### config.mk
export PLATFORM = sky130hd
export DESIGN_NAME = core_seq_ctrl
export DESIGN_NICKNAME = d
export VERILOG_FILES = /design/src/rtl/core_seq_ctrl_pkg.sv /design/src/rtl/core_seq_ctrl_addr_gen.sv /design/src/rtl/core_seq_ctrl.sv
export SDC_FILE = /design/constraint.sdc
export NUM_CORES = 1
export LEC_CHECK = 0
export ABC_AREA = 1
export CAP_MARGIN = 10
export CORE_UTILIZATION = 57
export DETAILED_ROUTE_END_ITERATION = 7
export HOLD_SLACK_MARGIN = 0.08
export PLACE_DENSITY = 0.84
export SLEW_MARGIN = 20
export SYNTH_ARGS = -nofsm -noshare
export SYNTH_HDL_FRONTEND = slang
export SYNTH_HIERARCHICAL = 1
export SYNTH_SLANG_ARGS = --single-unit
### constraint.sdc
create_clock -name clk -period 3.5 [get_ports clk]
set_input_delay 0.7 -clock clk [delete_from_list [all_inputs] [get_ports clk]]
set_output_delay 0.7 -clock clk [all_outputs]
set_load 0.02 [all_outputs]
### src/rtl/core_seq_ctrl_pkg.sv
// Shared state encoding and instruction-word layout for the core instruction sequencer.
package core_seq_pkg;

  typedef enum logic [2:0] {
    IDLE  = 3'd0,
    HLOAD = 3'd1,
    WREAD = 3'd2,
    KLOAD = 3'd3,
    XREAD = 3'd4,
    EXEC  = 3'd5,
    DRAIN = 3'd6,
    DONE  = 3'd7
  } seqState_t;

  localparam int INST_W      = 34;
  localparam int ACC_BIT     = 33;
  localparam int PCEN_BIT    = 32;
  localparam int PWEN_BIT    = 31;
  localparam int PADDR_LSB   = 20;
  localparam int XCEN_BIT    = 19;
  localparam int XWEN_BIT    = 18;
  localparam int XADDR_LSB   = 7;
  localparam int OFIFO_RD_BIT = 6;
  localparam int IFIFO_WR_BIT = 5;
  localparam int IFIFO_RD_BIT = 4;
  localparam int L0_RD_BIT   = 3;
  localparam int L0_WR_BIT   = 2;
  localparam int EXEC_BIT    = 1;
  localparam int LOAD_BIT    = 0;

  // Both SRAMs deselected and write-disabled, everything else quiet.
  localparam logic [INST_W-1:0] IDLE_INST = INST_W'((64'd1 << PCEN_BIT) | (64'd1 << PWEN_BIT) |
                                                    (64'd1 << XCEN_BIT) | (64'd1 << XWEN_BIT));

  // inst[7] doubles as the mode bit, so the idle word carries it too.
  function automatic logic [INST_W-1:0] idleWord(input logic m);
    idleWord = IDLE_INST;
    idleWord[XADDR_LSB] = m;
  endfunction

endpackage

### src/rtl/core_seq_ctrl_addr_gen.sv
// Base+index address counter with a one-cycle delayed read strobe covering the SRAM read latency.
module seq_addr_gen #(
  parameter int aw = 11,
  parameter int iw = 12
) (
  input  logic          clk,
  input  logic          reset,
  input  logic          clr,
  input  logic [iw-1:0] clrIdx,
  input  logic          step,
  input  logic          rd,
  input  logic [aw-1:0] base,
  output logic [aw-1:0] addr,
  output logic [iw-1:0] idx,
  output logic          rdDly
);

  always_ff @(posedge clk or posedge reset) begin
    if (reset) begin
      idx   <= '0;
      rdDly <= 1'b0;
    end else begin
      rdDly <= step & rd;
      if (clr)       idx <= clrIdx;
      else if (step) idx <= idx + 1'b1;
    end
  end

  // The index is wider than the address so pass-length compares never alias; the address wraps silently.
  assign addr = base + idx[aw-1:0];

endmodule

### src/rtl/core_seq_ctrl.sv
// Instruction sequencer: runs one WS/OS tile pass (host load, kernel load, execute, drain) per start pulse.
//
//   state | meaning
//   IDLE  | waiting for start, idle word on inst
//   HLOAD | accepting host beats into xMem (weights then activations)
//   WREAD | WS only: read weights from xMem into L0
//   KLOAD | WS only: push weights into PE array, then let them propagate
//   XREAD | read activations from xMem into L0
//   EXEC  | stream activations through the array (OS: psum feedback reads)
//   DRAIN | move OFIFO outputs into psumMem, stalling on ofifo_valid
//   DONE  | one-cycle completion pulse
module core_seq_ctrl
  import core_seq_pkg::*;
#(
  parameter int row     = 8,
  parameter int col     = 8,
  parameter int addr_bw = 11,
  parameter int len_bw  = 11
) (
  input  logic               clk,
  input  logic               reset,
  input  logic               start,
  input  logic               mode,
  input  logic [len_bw-1:0]  x_len,
  input  logic [addr_bw-1:0] x_base,
  input  logic [addr_bw-1:0] p_base,
  input  logic               host_valid,
  output logic               host_ready,
  input  logic               ofifo_valid,
  output logic [33:0]        inst,
  output logic               busy,
  output logic               done
);

  localparam int IW = len_bw + 1;
  localparam logic [IW-1:0]     ROW_I     = IW'(row);
  localparam logic [len_bw-1:0] ROW_L     = len_bw'(row);
  localparam logic [len_bw-1:0] COL_M1    = len_bw'(col - 1);
  localparam logic [len_bw-1:0] KLOAD_LEN = len_bw'(2 * row + col - 1);
  localparam logic [len_bw-1:0] KLOAD_ACT = len_bw'(row + col);

  seqState_t          state;
  logic               modeQ;
  logic [len_bw-1:0]  xLenQ, timer;
  logic [addr_bw-2:0] xBaseQ;
  logic [addr_bw-1:0] pBaseQ;
  logic [INST_W-1:0]  instNext;
  logic [IW-1:0]      lastBeat;

  logic               xClr, xStep, xRd, xRdDly;
  logic [IW-1:0]      xIdx, xClrIdx;
  logic [addr_bw-2:0] xAddr;
  logic               pClr, pStep, pRdDly;
  logic [IW-1:0]      pIdx;
  logic [addr_bw-1:0] pAddr;
  logic               unusedSig;

  assign lastBeat  = ROW_I + {1'b0, xLenQ} - 1'b1;
  assign unusedSig = ^{x_base[0], pIdx, pRdDly};

  seq_addr_gen #(.aw(addr_bw - 1), .iw(IW)) xGen (
    .clk(clk), .reset(reset), .clr(xClr), .clrIdx(xClrIdx), .step(xStep), .rd(xRd),
    .base(xBaseQ), .addr(xAddr), .idx(xIdx), .rdDly(xRdDly)
  );

  seq_addr_gen #(.aw(addr_bw), .iw(IW)) pGen (
    .clk(clk), .reset(reset), .clr(pClr), .clrIdx('0), .step(pStep), .rd(1'b0),
    .base(pBaseQ), .addr(pAddr), .idx(pIdx), .rdDly(pRdDly)
  );

  always_comb begin
    xStep    = 1'b0;
    xRd      = 1'b0;
    xClr     = 1'b0;
    xClrIdx  = '0;
    pStep    = 1'b0;
    pClr     = 1'b0;
    instNext = idleWord(modeQ);
    case (state)
      IDLE: begin
        xClr = 1'b1;
        pClr = 1'b1;
        if (start) instNext = idleWord(mode);
      end
      HLOAD: begin
        xStep = host_valid & host_ready;
        if (xStep) begin
          instNext[XCEN_BIT] = 1'b0;
          instNext[XWEN_BIT] = 1'b0;
          instNext[XADDR_LSB +: addr_bw] = {xAddr, modeQ};
          if (xIdx == lastBeat) begin
            xClr    = 1'b1;
            xClrIdx = modeQ ? ROW_I : '0;
          end
        end
      end
      WREAD, XREAD: begin
        xRd   = 1'b1;
        xStep = (timer != '0);
        instNext[L0_WR_BIT] = xRdDly;
        if (xStep) begin
          instNext[XCEN_BIT] = 1'b0;
          instNext[XADDR_LSB +: addr_bw] = {xAddr, modeQ};
        end else if (state == WREAD) begin
          // Activations live right after the row weight vectors.
          xClr    = 1'b1;
          xClrIdx = ROW_I;
        end
      end
      KLOAD: begin
        if (timer >= KLOAD_ACT) begin
          instNext[L0_RD_BIT] = 1'b1;
          instNext[LOAD_BIT]  = 1'b1;
        end
      end
      EXEC: begin
        instNext[L0_RD_BIT] = 1'b1;
        instNext[EXEC_BIT]  = 1'b1;
        pStep = modeQ;
        pClr  = (timer == '0);
        if (modeQ) begin
          instNext[PCEN_BIT] = 1'b0;
          instNext[PADDR_LSB +: addr_bw] = pAddr;
        end
      end
      DRAIN: begin
        pStep = ofifo_valid;
        if (ofifo_valid) begin
          instNext[OFIFO_RD_BIT] = 1'b1;
          instNext[PCEN_BIT]     = 1'b0;
          instNext[PWEN_BIT]     = 1'b0;
          instNext[ACC_BIT]      = modeQ;
          instNext[PADDR_LSB +: addr_bw] = pAddr;
        end
      end
      default: ;
    endcase
  end

  always_ff @(posedge clk or posedge reset) begin
    if (reset) begin
      state      <= IDLE;
      inst       <= IDLE_INST;
      host_ready <= 1'b0;
      busy       <= 1'b0;
      done       <= 1'b0;
      modeQ      <= 1'b0;
      xLenQ      <= '0;
      xBaseQ     <= '0;
      pBaseQ     <= '0;
      timer      <= '0;
    end else begin
      inst <= instNext;
      done <= 1'b0;
      case (state)
        IDLE: if (start) begin
          modeQ  <= mode;
          xLenQ  <= x_len;
          xBaseQ <= x_base[addr_bw-1:1];
          pBaseQ <= p_base;
          busy   <= 1'b1;
          if (x_len == '0) state <= DONE;
          else begin
            state      <= HLOAD;
            host_ready <= 1'b1;
          end
        end
        HLOAD: if (xStep && xIdx == lastBeat) begin
          host_ready <= 1'b0;
          state      <= modeQ ? XREAD : WREAD;
          timer      <= modeQ ? xLenQ : ROW_L;
        end
        WREAD: if (timer == '0) begin
          state <= KLOAD;
          timer <= KLOAD_LEN;
        end else timer <= timer - 1'b1;
        KLOAD: if (timer == '0) begin
          state <= XREAD;
          timer <= xLenQ;
        end else timer <= timer - 1'b1;
        XREAD: if (timer == '0) begin
          state <= EXEC;
          timer <= xLenQ - 1'b1;
        end else timer <= timer - 1'b1;
        EXEC: if (timer == '0) begin
          state <= DRAIN;
          timer <= modeQ ? COL_M1 : xLenQ - 1'b1;
        end else timer <= timer - 1'b1;
        DRAIN: if (ofifo_valid) begin
          if (timer == '0) state <= DONE;
          else timer <= timer - 1'b1;
        end
        DONE: begin
          done  <= 1'b1;
          busy  <= 1'b0;
          state <= IDLE;
        end
        default: state <= IDLE;
      endcase
    end
  end

endmodule

======== Word level (Yosys, flattened, before mapping) ========
Cells that the tools add are included.
cells by class
  add/subtract/negate cells ............... 8
  $mul .................................... 0
  divide/modulo/power cells ............... 0
  order comparisons ....................... 1
  eq/ne operators ......................... 18
  shift operators ......................... 0
  muxes and demuxes ....................... 69
  bitwise gates (word level) .............. 2
  reduce and logical (&&, ||, !) cells .... 16
operators by type and width
  cell                                                                                   count
  11-bit two-way mux                                                                     11
  12-bit two-way mux                                                                     6
  11-bit one-hot mux with 3 select lines                                                 2
  11-bit one-hot mux with 6 select lines                                                 1
  3-bit two-way mux                                                                      10
  12-bit by 1-bit adder with 12-bit output (second input constant)                       2
  1-bit one-hot mux with 2 select lines                                                  12
  12-bit one-hot mux with 2 select lines                                                 1
  3-bit one-hot mux with 8 select lines                                                  1
  11-bit logical NOT                                                                     2
  11-bit by 1-bit subtractor with 11-bit output (second input constant)                  2
  2-bit != test (second input constant)                                                  9
  1-bit two-way mux                                                                      14
  14-bit two-way mux                                                                     1
  13-bit two-way mux                                                                     1
  4-bit by 11-bit adder with 12-bit output (first input constant)                        1
  12-bit == test                                                                         1
  3-bit == test (second input constant)                                                  4
  4-bit two-way mux                                                                      3
  1-bit one-hot mux with 3 select lines                                                  4
  12-bit by 1-bit subtractor with 12-bit output (second input constant)                  1
  11-bit adder                                                                           1
  11-bit by 5-bit greater-or-equal comparator with 1-bit output (second input constant)  1
  11-bit nonzero test                                                                    1
  15 further kinds                                                                       22
storage, ports and cells
  bits in registers ....................... 109
  latch bits .............................. 0
  bits in writable memories ............... 0
  memory bits (read-only) ................. 0
  input bits .............................. 39
  output and inout port bits .............. 37
  logic and storage cells ................. 127
  memories kept ........................... 0

======== Logic depth before layout (Yosys ltp) ========
Gate-level depths: netlist (run 1).
  depth after elaboration ................. 7
  mapped depth ............................ 17
  mapped depth without buffers ............ 17

======== Cells and area by module ========
The synthesis (run 1) kept the hierarchy.
by module, submodules not included
  module                times used  cells an instance  area each (um2)  sequential area each (um2)
  core_seq_ctrl         1           535                4,317.9          2,057.0
  seq_addr_gen at pGen  1           202                1,311.3          325.3
  seq_addr_gen at xGen  1           175                1,226.2          325.3

======== Least setup slack after synthesis (run 1) ========
OpenSTA, ideal clock, no wires.
  kind .................................... register to register
  start point ............................. reg xLenQ[0]
  end point ............................... reg xGen.idx[3]
  data arrival time ....................... 2.036 ns
  data required time ...................... 3.370 ns
  setup slack ............................. 1.333 ns
  cell stages (with the launch flop) ...... 17
  buffers on the path ..................... 1
  clock period less this slack ............ 2.167 ns
  cells stage by stage .................... dfrtp_1 -> inv_1 -> ha_1 -> nand2_2 -> nand2_1 -> nor2_1 -> nand2_1 -> nand2_1 -> nor2_1 -> nand2_1 -> nor2_2 -> nand3b_1 -> nand3_1 -> nor2_1 -> buf_2 -> a22oi_1 -> o21ai_0
between the ends
  cells in the longest elaborated chain, start to end .. 7
  elaborated cells on any way between the ends .. 11
  those cells by class .................... 2 x add/sub; 1 x eq/ne; 7 x mux; 1 x reduce/logical
RTL lines
  item                                                             RTL line                      text
  start, declared                                                  core_seq_ctrl.sv:44           logic [len_bw-1:0] xLenQ, timer;
  start signal, assigned                                           core_seq_ctrl.sv:158          xLenQ <= x_len;
  4-bit by 11-bit adder with 12-bit output (*)                     core_seq_ctrl.sv:58           assign lastBeat = ROW_I + {1'b0, xLenQ} - 1'b1;
  12-bit by 1-bit subtractor with 12-bit output (*)                core_seq_ctrl.sv:58
  12-bit == test (*)                                               core_seq_ctrl.sv:91           if (xIdx == lastBeat) begin
  1-bit two-way mux (*)                                            core_seq_ctrl.sv:91
  1-bit two-way mux (*)                                            core_seq_ctrl.sv:87           if (xStep) begin
  1-bit one-hot mux with 3 select lines (*)                        core_seq_ctrl.sv:79           case (state)
  named net xClr                                                   core_seq_ctrl.sv:50           logic xClr, xStep, xRd, xRdDly;
  12-bit two-way mux / 2-bit nonzero test (equally long branches)  -
  end signal, assigned                                             core_seq_ctrl_addr_gen.sv:24  if (clr) idx <= clrIdx;
  end signal, assigned                                             core_seq_ctrl_addr_gen.sv:25  else if (step) idx <= idx + 1'b1;
  end, declared                                                    core_seq_ctrl_addr_gen.sv:14  output logic [iw-1:0] idx,
Mark *: on every way through the listed nets, which the timed path passes. The rest lies on a longest branch.
A chain may end at the register's enable or synchronous reset.

======== Worst setup path in the final report (run 1) ========
  start point ............................. reg xLenQ[0]
  end point ............................... reg xGen.idx[9]
Same word-level chain as after synthesis.

==> results of run 1 <==
routing by layer:
layer	wire length, um	up-vias
li1	-	3044
met1	6539	2810
met2	7810	185
met3	1025	32
met4	335	0
met5	0	-
metrics by stage:
stage	hold slack [ns]	std cells	util (%)	power, mW	setup WS [ns]
after floorplan	0.4480	922	-	5.922	0.6982
after global placement	0.4678	1125	67.17	6.946	0.7135
after detailed placement	0.4684	1125	67.17	7.107	0.6159
after CTS	0.4801	1141	69.69	8.151	0.5710
after global routing	0.5121	1141	69.69	8.960	0.2320
final	0.4803	1141	69.69	8.171	0.5238
worst max-delay path by stage:
| stage | from | to | slack (ns) |
|---|---|---|---|
| 2_1_floorplan | reset | busy | 0.70 |
| 3_3_place_gp | xLenQ[0] | xGen/idx[9] | 0.71 |
| 5_1_grt | xLenQ[0] | xGen/idx[9] | 0.23 |
| 4_1_cts | xLenQ[0] | xGen/idx[9] | 0.57 |
| 3_5_place_dp | xLenQ[0] | xGen/idx[9] | 0.62 |
| 6_report | xLenQ[0] | xGen/idx[9] | 0.52 |
sequential cells by signal (all words and copies together), names as in the netlist:
signal,flops
xBaseQ,10
timer,11
busy,1
done,1
xGen/rdDly,1
xLenQ,11
host_ready,1
pBaseQ,11
xGen/idx,12
state,3
modeQ,1
inst,32
pGen/idx,11
power groups by stage:
stage	clock network, mW	registers, mW	logic, mW
2_1_floorplan	0	2.28	3.64
3_5_place_dp	0	2.34	4.77
6_report	0.984	2.33	4.86
4_1_cts	1.01	2.32	4.82
3_3_place_gp	0	2.32	4.62
5_1_grt	1.05	2.40	5.50
placed cells by master, fill, tap and decap left out, types with 2 or more instances in the layout:
cell type          n
xnor2_1            7
nand3_2            3
buf_4              5
nor3_1             6
nand3b_1           6
nor2_2             6
nand4_1           20
o211ai_1           4
nor2_4             6
nand2_2            9
dfstp_2            4
nand2_4            2
a21oi_1           32
o21ai_1           11
clkinv_4           3
o21ai_2            2
xor2_1            28
nand3_1           69
clkdlybuf4s50_1   72
mux2_2            21
nor4_1             4
o21ai_0           30
or2_2              2
a22oi_1           17
o22ai_1            4
nand2_1          232
dfrtp_1          102
clkbuf_16          9
inv_6              2
nor2_1            89
fa_1               2
inv_2              2
inv_1            131
ha_1              23
conb_1            24
worst reg2reg max path, delay by kind of cell (launching register included):
kind / cells / cell delay [ns]
adders and majority gates: 1 / 0.33
buffers and inverters: 3 / 0.52
DFF: 1 / 0.45
and+or+nand+nor: 13 / 1.56
final cells by class:
cell class	count	area [um^2]
clock buffers	10	229.0
clock inverters	6	60.06
fillers	929	3476
inverters	134	504.2
multi-input cells	664	3583
flip-flops and latches	106	2658
well taps	143	178.9
repair buffers	78	778.2
==> out/metrics.yaml, run 1 <==
ioPinCount: 76
reg2reg_from: "xLenQ[0]"
finalWirelength_mm: 15.71
cp.required_ns: 3.74
path_max_fanout: 8
r2r_slack_ns: 0.52
hp-start: "xGen/rdDly"
combPwrFrac_pct: 59.4
startpoint_type: "flop"
hpwl_mm: 11.74
antenna_cells: 0
placedInstanceArea_mm2: 0.007702
coreArea_mm2: 0.01147
rsz0062_at_grt: "false"
antenna_found_initial: 0
cpPeakStageDelay_ns: 0.45
drtIter0Drc: 407
synth_area_mm2: 0.006755
crit_chain: "inv_1, ha_1, nand2_2, nand2_1, nor2_1, nand2_1, nand2_1, nor2_1, nand2_1, nor2_2, nand3b_1, nand3_1, inv_1, nand2_1, inv_1, nand3_1, nand2_1"
p_switching_mw: 4.034
cts_tree: "done"
grt_usage_pct: 27.04
critical_path_depth: 17
min_path_type: "flop to flop"
p_seq_share_pct: 28.5
holdBufCountCts: 0
fin_nets: 1057
worstSetupPathType: "flop to flop"
ctsResizeCount: 0
syn_to_final_growth_pct: 18.30
portBuffers: 72
cts_setup_buffers: 0
gp_congestion: 0.9125
hold_path_depth: 2
drtAntennaViolNets: 0
grt_busiest_layer: "met2"
grt_pass1_wl_mm: 26.75
holdPathEnd: "inst[2]"
pwr_density_cell_mw_per_mm2: 1022
vias_per_cell: 5.321
h-tree-depth: 3
use_met3_pct: 6.069
status: "finished, final reports clean"
setup_viol: 0
max_freq_mhz: 336.0
yosysWarnings: 6
path_delay_family: "simple AND/OR/NAND/NOR gates"
firstDrtPassIters: 5
regToRegEndpoint: "xGen/idx[9]"
vias: 6071
stdcell_area_mm2: 0.007991
clkSinkCount: 106
ir_drop_v: 0.0006293
switching_share_pct: 49.38
pwr-share-clk_pct: 12.0
drv_slew: 0
slowest_stage: "dfrtp_1"
gr-total-overflow: 0
grt_pass1_vias: 5852
finalHoldViolCount: 0
drive_gt1_share_pct: 8.216
ctsRootBufferMaster: "clkbuf_16"
final.min_clock_period_ns: 2.976
postSynthAreaPerCell_um2: 7.514
cts-buffers-inserted: 9
relSlewSlack_pct: 36.66
fp.dieH_um: 110.9
crit_path_end_kind: "flop"
power.leakage_nw: 4.089
initial_core_util_pct: 58.91
tns_ns: 0
drc: 0
maxCapViolations: 0
die-area_mm2: 0.01229
synthCells: 899
worstMarginPinSlew_ns: 0.9468
r2r_cells: 17
wl_per_cell_um: 13.77
p_int_mw: 4.136
use_met2_pct: 46.71
crit_arrival_ns: 3.22
timing.critical_path.buf_inv: 3
clk_pin_slew_ns: 0.07
cp_common_cell: "nand2_1"
clk_latency_ns: 0.36
grtUsageMet1_pct: 33.41
grt_max_degree: 61
die_x_um: 110.9
fp-row-count: 39
post-route-period-util_pct: 85.03
clk_path_buf_depth: 2
clock_skew_ns: 0.01118
Note: power is estimated with default switching activity, not from simulation.
==> run 2, diff against run 1 <==
CORE_MARGIN = 2   (was default)
PLACE_DENSITY = 0.82   (was 0.84)
==> run 2 against run 1 <==
Against the previous run:
- the run now ends with design-rule violations left
- wire length increased by 0.30%
- via count up 1.1%
- sequential share of layout area hardly changed
- clock skew decreased by 0.0039 ns
- combinational power about the same
- fmax up 3.4%
- worst hold slack improved by 0.0041 ns
- critical path depth is 4 lower
- sequential cell count stayed put
- critical endpoint is now xGen/idx[8]
- largest cell class unchanged
- largest power group unchanged
- highest routed layer unchanged
==> out/metrics.yaml, run 2 (synthesized netlist as in run 1, its figures left out) <==
timing.critical_path.buf_inv: 4  # was 3
largest_register_ffs: 32  # unchanged
antenna_cells: 0  # unchanged
clk_path_buf_depth: 2  # unchanged
crit_arrival_ns: 3.12  # was 3.22 ns
cts_tree: "done"  # unchanged
tns_ns: 0  # unchanged
path_delay_family: "simple AND/OR/NAND/NOR gates"  # unchanged
grt_usage_pct: 25.88  # was 27.04%
relSlewSlack_pct: 36.25  # was 36.66%
final_common_cell: "nand2_1"  # unchanged
slowest_stage: "dfrtp_1"  # unchanged
drtIter0Drc: 452  # was 407
pwr_density_cell_mw_per_mm2: 1022  # about the same
maxCapViolations: 0  # unchanged
clk_pin_slew_ns: 0.07  # about the same
h-tree-depth: 3  # unchanged
fill_cells: 968  # was 929
clkSinkCount: 106  # unchanged
top_regs: "inst (32), xGen/idx (12)"  # unchanged
die_x_um: 112.9  # was 110.9 um
fp-row-count: 39  # unchanged
worstMarginPinSlew_ns: 0.9529  # was 0.9468 ns
syn_to_final_growth_pct: 18.24  # was 18.30%
firstDrtPassIters: 7  # was 5
clock_skew_ns: 0.007276  # was 0.01118 ns
crit_path_end_kind: "flop"  # unchanged
cp.required_ns: 3.75  # was 3.74 ns
max_freq_mhz: 347.5  # was 336.0 MHz
drive_gt1_share_pct: 8.216  # unchanged
wl_per_cell_um: 13.81  # was 13.77 um
violations: "design-rule violations"
drtAntennaViolNets: 0  # unchanged
ctsResizeCount: 0  # unchanged
vias: 6135  # was 6071
fin_nets: 1057  # unchanged
die-area_mm2: 0.01274  # was 0.01229 mm^2
cts_setup_buffers: 0  # unchanged
cts-buffers-inserted: 9  # unchanged
initial_core_util_pct: 58.66  # was 58.91%
ioPinCount: 76  # unchanged
power.leakage_nw: 4.086  # was 4.089 nW
drc: 1  # was 0
hpwl_mm: 11.67  # was 11.74 mm
ctsRootBufferMaster: "clkbuf_16"  # unchanged
antenna_found_initial: 0  # unchanged
vias_per_cell: 5.377  # was 5.321
cpPeakStageDelay_ns: 0.38  # was 0.45 ns
post-route-period-util_pct: 82.22  # was 85.03%
grt_pass1_wl_mm: 26.46  # was 26.75 mm
finalHoldViolCount: 0  # unchanged
setup_viol: 0  # unchanged
gp_congestion: 0.9346  # was 0.9125
min_path_type: "flop to flop"  # unchanged
coreArea_mm2: 0.01152  # was 0.01147 mm^2
portBuffers: 72  # unchanged
worstSetupPathType: "flop to flop"  # unchanged
rsz0062_at_grt: "false"  # unchanged
gr-total-overflow: 0  # unchanged
largest_register: "inst"  # unchanged
status: "complete, but fails checks"  # was finished, final reports clean
ir_drop_v: 0.0005186  # was 0.0006293 V
holdBufCountCts: 0  # unchanged
clk_latency_ns: 0.36  # about the same
startpoint_type: "flop"  # unchanged
final.min_clock_period_ns: 2.878  # was 2.976 ns
setup_ws_ns: 0.6224  # was 0.5238 ns
grt_pass1_vias: 5600  # was 5852
pre_cts_ws_ns: 0.6645  # was 0.6159 ns
drv_slew: 0  # unchanged
fp.dieH_um: 112.9  # was 110.9 um
crit_chain: "inv_1, ha_1, nand4_1, nor2_1, nand2_1, inv_1, nand2_1, nand3_1, inv_1, nand2_1, inv_1, nand3_1, nand2_1"  # was inv_1, ha_1, nand2_2, nand2_1, nor2_1, nand2_1, nand2_1, nor2_1, nand2_1, nor2_2, nand3b_1, nand3_1, inv_1, nand2_1, inv_1, nand3_1, nand2_1
mostFrequentLayoutCells: "nand2_1, inv_1, dfrtp_1, nor2_1, clkdlybuf4s50_1"  # unchanged
path_max_fanout: 11  # was 8
finalWirelength_mm: 15.76  # was 15.71 mm
grt_max_degree: 52  # was 61
==> run 2: layout make-up <==
type                    instances  area [um^2]  share of cell area (%)
multi-input cells             664         3583                   44.86
flip-flops and latches        106         2658                   33.27
repair buffers                 78        778.2                   9.743
inverters                     134        504.2                   6.313
clock buffers                  10        229.0                   2.867
well taps                     143        178.9                   2.240
clock inverters                 6        56.30                  0.7049
==> run 2: power by group <==
part,switching (mW),internal (mW)
clock network,0.492,0.500
logic,2.96,1.88
registers,0.575,1.76
total,4.03,4.13
==> run 2: routing by layer <==
metal / track usage [%] / part of all wire (%)
met1: 34.64 / 43
met2: 41.41 / 49
met3: 6.320 / 6.5
met4: 9.187 / 2.1
met5: 0 / 0
==> run 2: tightest hold or removal path, delay by kind of cell (launching register included) <==
kind          cells  cell delay, ns
flops             1            0.37
simple gates      1            0.04
buf+inv           1            0.05
==> run 2: path summary, 6_finish.rpt <==
path | start | to | slack, ns | cells after the start
setup / recovery | timer[0] | xGen/idx[8] | 0.62 | 13
hold / removal | xGen/rdDly | inst[2] | 0.48 | 2
setup reg to reg | timer[0] | xGen/idx[8] | 0.62 | 13
hold reg to reg | xGen/rdDly | inst[2] | 0.48 | 2
max in group asynchronous | reset | inst[32] | 1.99 | 3
min in group asynchronous | reset | pGen/idx[8] | 0.76 | 2
==> run 2: per-stage QoR <==
stage | power [mW] | cells | utilization [%] | cell area [um^2] | hold WS [ns]
detailed placement | 7.091 | 1125 | 66.88 | 7702 | 0.4770
CTS | 8.142 | 1141 | 69.36 | 7988 | 0.4885
floorplan | 5.922 | 922 | - | 6842 | 0.4480
global route | 8.955 | 1141 | 69.36 | 7988 | 0.5054
global placement | 6.953 | 1125 | 66.88 | 7702 | 0.4662
finish | 8.165 | 1141 | 69.36 | 7988 | 0.4844
==> run 3, diff against run 2 <==
CORE_UTILIZATION = 52   (was 57)
PLACE_DENSITY = 0.78   (was 0.82)
clock period = 2.5 ns   (was 3.5 ns; I/O delays follow)
==> run 3 against run 2 <==
Against the previous run:
- the flow now finishes without violations
- clock-buffer cell count stayed put
- via count is 0.68% lower
- non-clock buffer count increased by 19
- power is 42% higher
- critical path type unchanged
==> out/metrics.yaml, run 3 (synthesized netlist as in run 1, its figures left out) <==
clock_skew_ns: 0.006542  # was 0.007276 ns
relSlewSlack_pct: 64.21  # was 36.25%
pre_cts_ws_ns: -0.01708  # was 0.6645 ns
hold_path_depth: 2  # unchanged
largest_register_ffs: 32  # unchanged
syn_to_final_growth_pct: 21.71  # was 18.24%
multiInputGateArea_mm2: 0.003611  # was 0.003583 mm^2
clk_latency_ns: 0.36  # about the same
drv_slew: 0  # unchanged
setup_viol: 0  # unchanged
fin_nets: 1076  # was 1057
fill_cells: 1124  # was 968
clk_path_buf_depth: 2  # unchanged
worstMarginPinSlew_ns: 0.5319  # was 0.9529 ns
portBuffers: 72  # unchanged
drive_gt1_share_pct: 10.42  # was 8.216%
utilization_pct: 64.89  # was 69.36%
cts_tree: "done"  # unchanged
hpwl_mm: 11.93  # was 11.67 mm
ioPinCount: 76  # unchanged
holdPathEnd: "busy"  # was inst[2]
final_common_cell: "nand2_1"  # unchanged
cp.required_ns: 2.75  # was 3.75 ns
startpoint_type: "flop"  # unchanged
die_x_um: 118.0  # was 112.9 um
grt_pass1_vias: 5786  # was 5600
h-tree-depth: 3  # unchanged
grt_max_degree: 33  # was 52
drtIter0Drc: 375  # was 452
crit_path_end_kind: "flop"  # unchanged
mostFrequentLayoutCells: "nand2_1, inv_1, dfrtp_1, nor2_1, clkdlybuf4s50_1"  # unchanged
max_freq_mhz: 452.2  # was 347.5 MHz
clk_pin_slew_ns: 0.07  # about the same
crit_chain: "nor2_1, nand2_1, nand2_2, o21ai_0, nand2_1, nand2_1, nor2_2, nand3b_1, nand3_2, inv_1, nand2_1, inv_1, nand3_1, nand2_1"  # was inv_1, ha_1, nand4_1, nor2_1, nand2_1, inv_1, nand2_1, nand3_1, inv_1, nand2_1, inv_1, nand3_1, nand2_1
r2r_slack_ns: 0.29  # was 0.62 ns
post-route-period-util_pct: 88.45  # was 82.22%
cpPeakStageDelay_ns: 0.43  # was 0.38 ns
regToRegEndpoint: "xGen/idx[9]"  # was xGen/idx[8]
setup_ws_ns: 0.2887  # was 0.6224 ns
regArea_mm2: 0.002658  # unchanged
grt_usage_pct: 23.88  # was 25.88%
min_path_type: "flop to flop"  # unchanged
drtAntennaViolNets: 0  # unchanged
maxCapViolations: 0  # unchanged
gr-total-overflow: 0  # unchanged
status: "finished, final reports clean"  # was complete, but fails checks
reg2reg_from: "xLenQ[2]"  # was timer[0]
r2r_cells: 14  # was 13
power_mw: 11.58  # was 8.165 mW
ctsRootBufferMaster: "clkbuf_16"  # unchanged
cp_common_cell: "nand2_1"
top_regs: "inst (32), xGen/idx (12)"  # unchanged
fp-row-count: 41  # was 39
clkSinkCount: 106  # unchanged
firstDrtPassIters: 5  # was 7
ir_drop_v: 0.0009961  # was 0.0005186 V
rsz0062_at_grt: "false"  # unchanged
power.leakage_nw: 4.185  # was 4.086 nW
path_max_fanout: 6  # was 11
pwr_density_cell_mw_per_mm2: 1409  # was 1022 mW/mm^2
tns_ns: 0  # unchanged
drc: 0  # was 1
fp.dieH_um: 118.0  # was 112.9 um
vias: 6093  # was 6135
gp_congestion: 0.9337  # was 0.9346
grt_pass1_wl_mm: 26.94  # was 26.46 mm
crit_arrival_ns: 2.46  # was 3.12 ns
stdcell_area_mm2: 0.008222  # was 0.007988 mm^2
hp-start: "busy"  # was xGen/rdDly
largest_register: "inst"  # unchanged
antenna_cells: 0  # unchanged
die-area_mm2: 0.01392  # was 0.01274 mm^2
slowest_stage: "dfrtp_1"  # unchanged
vias_per_cell: 5.124  # was 5.377
worstSetupPathType: "flop to flop"  # unchanged
final_cells: 1189  # was 1141
finalWirelength_mm: 15.57  # was 15.76 mm
initial_core_util_pct: 53.31  # was 58.66%
final.min_clock_period_ns: 2.211  # was 2.878 ns
dp_cells: 1172  # was 1125
coreArea_mm2: 0.01267  # was 0.01152 mm^2
finalHoldViolCount: 0  # unchanged
wl_per_cell_um: 13.10  # was 13.81 um
placedInstanceArea_mm2: 0.007901  # was 0.007702 mm^2
antenna_found_initial: 0  # unchanged
cts-buffers-inserted: 9  # unchanged
holdBufCountCts: 0  # unchanged
holdWs_ns: 0.4920  # was 0.4844 ns
==> run 3: timing repair <==
action                                  4_1_cts  5_1_grt
setup buffers                                 0        1
hold endpoints to repair                      0        0
endpoints found under the setup margin       10       21
resized for setup                             1        6
==> run 3: routing by layer <==
metal  part of all wire [%]  track usage [%]  vias up
li1                       -                -     3090
met1                     44            31.14     2792
met2                     48            39.14      180
met3                    6.0            6.056       31
met4                    2.1            7.380        0
met5                      0                0        -
==> run 3: worst max path at each step <==
stage	startpoint	to	slack, ns	cells past startpoint
after global routing	xLenQ[2]	xGen/idx[9]	0.01	16
after CTS	xLenQ[1]	xGen/idx[5]	0.16	14
after detailed placement	xLenQ[1]	xGen/idx[5]	-0.02	15
final	xLenQ[2]	xGen/idx[9]	0.29	14
after global placement	xLenQ[1]	xGen/idx[3]	0.03	15
after floorplan	xLenQ[0]	xGen/idx[3]	0.33	16
==> run 3: final cells by class <==
| class | instances | share of cell area [%] |
|---|---|---|
| Inverter | 134 | 6.163 |
| Sequential cell | 106 | 32.32 |
| Clock buffer | 10 | 2.785 |
| Timing Repair Buffer | 97 | 11.51 |
| Clock inverter | 6 | 0.6848 |
| Multi-Input combinational cell | 664 | 43.92 |
| Tap cell | 172 | 2.618 |
==> run 3: where the power goes <==
part	internal [mW]	switching, mW
clock network	0.702	0.693
logic	2.78	4.20
registers	2.46	0.748
==> run 3: critical path, delay by kind of cell, from the launching register on <==
| family | cells | cell delay (ns) |
|---|---|---|
| simple gates | 11 | 1.37 |
| flops | 1 | 0.43 |
| buf+inv | 2 | 0.20 |
| compound gates | 1 | 0.08 |
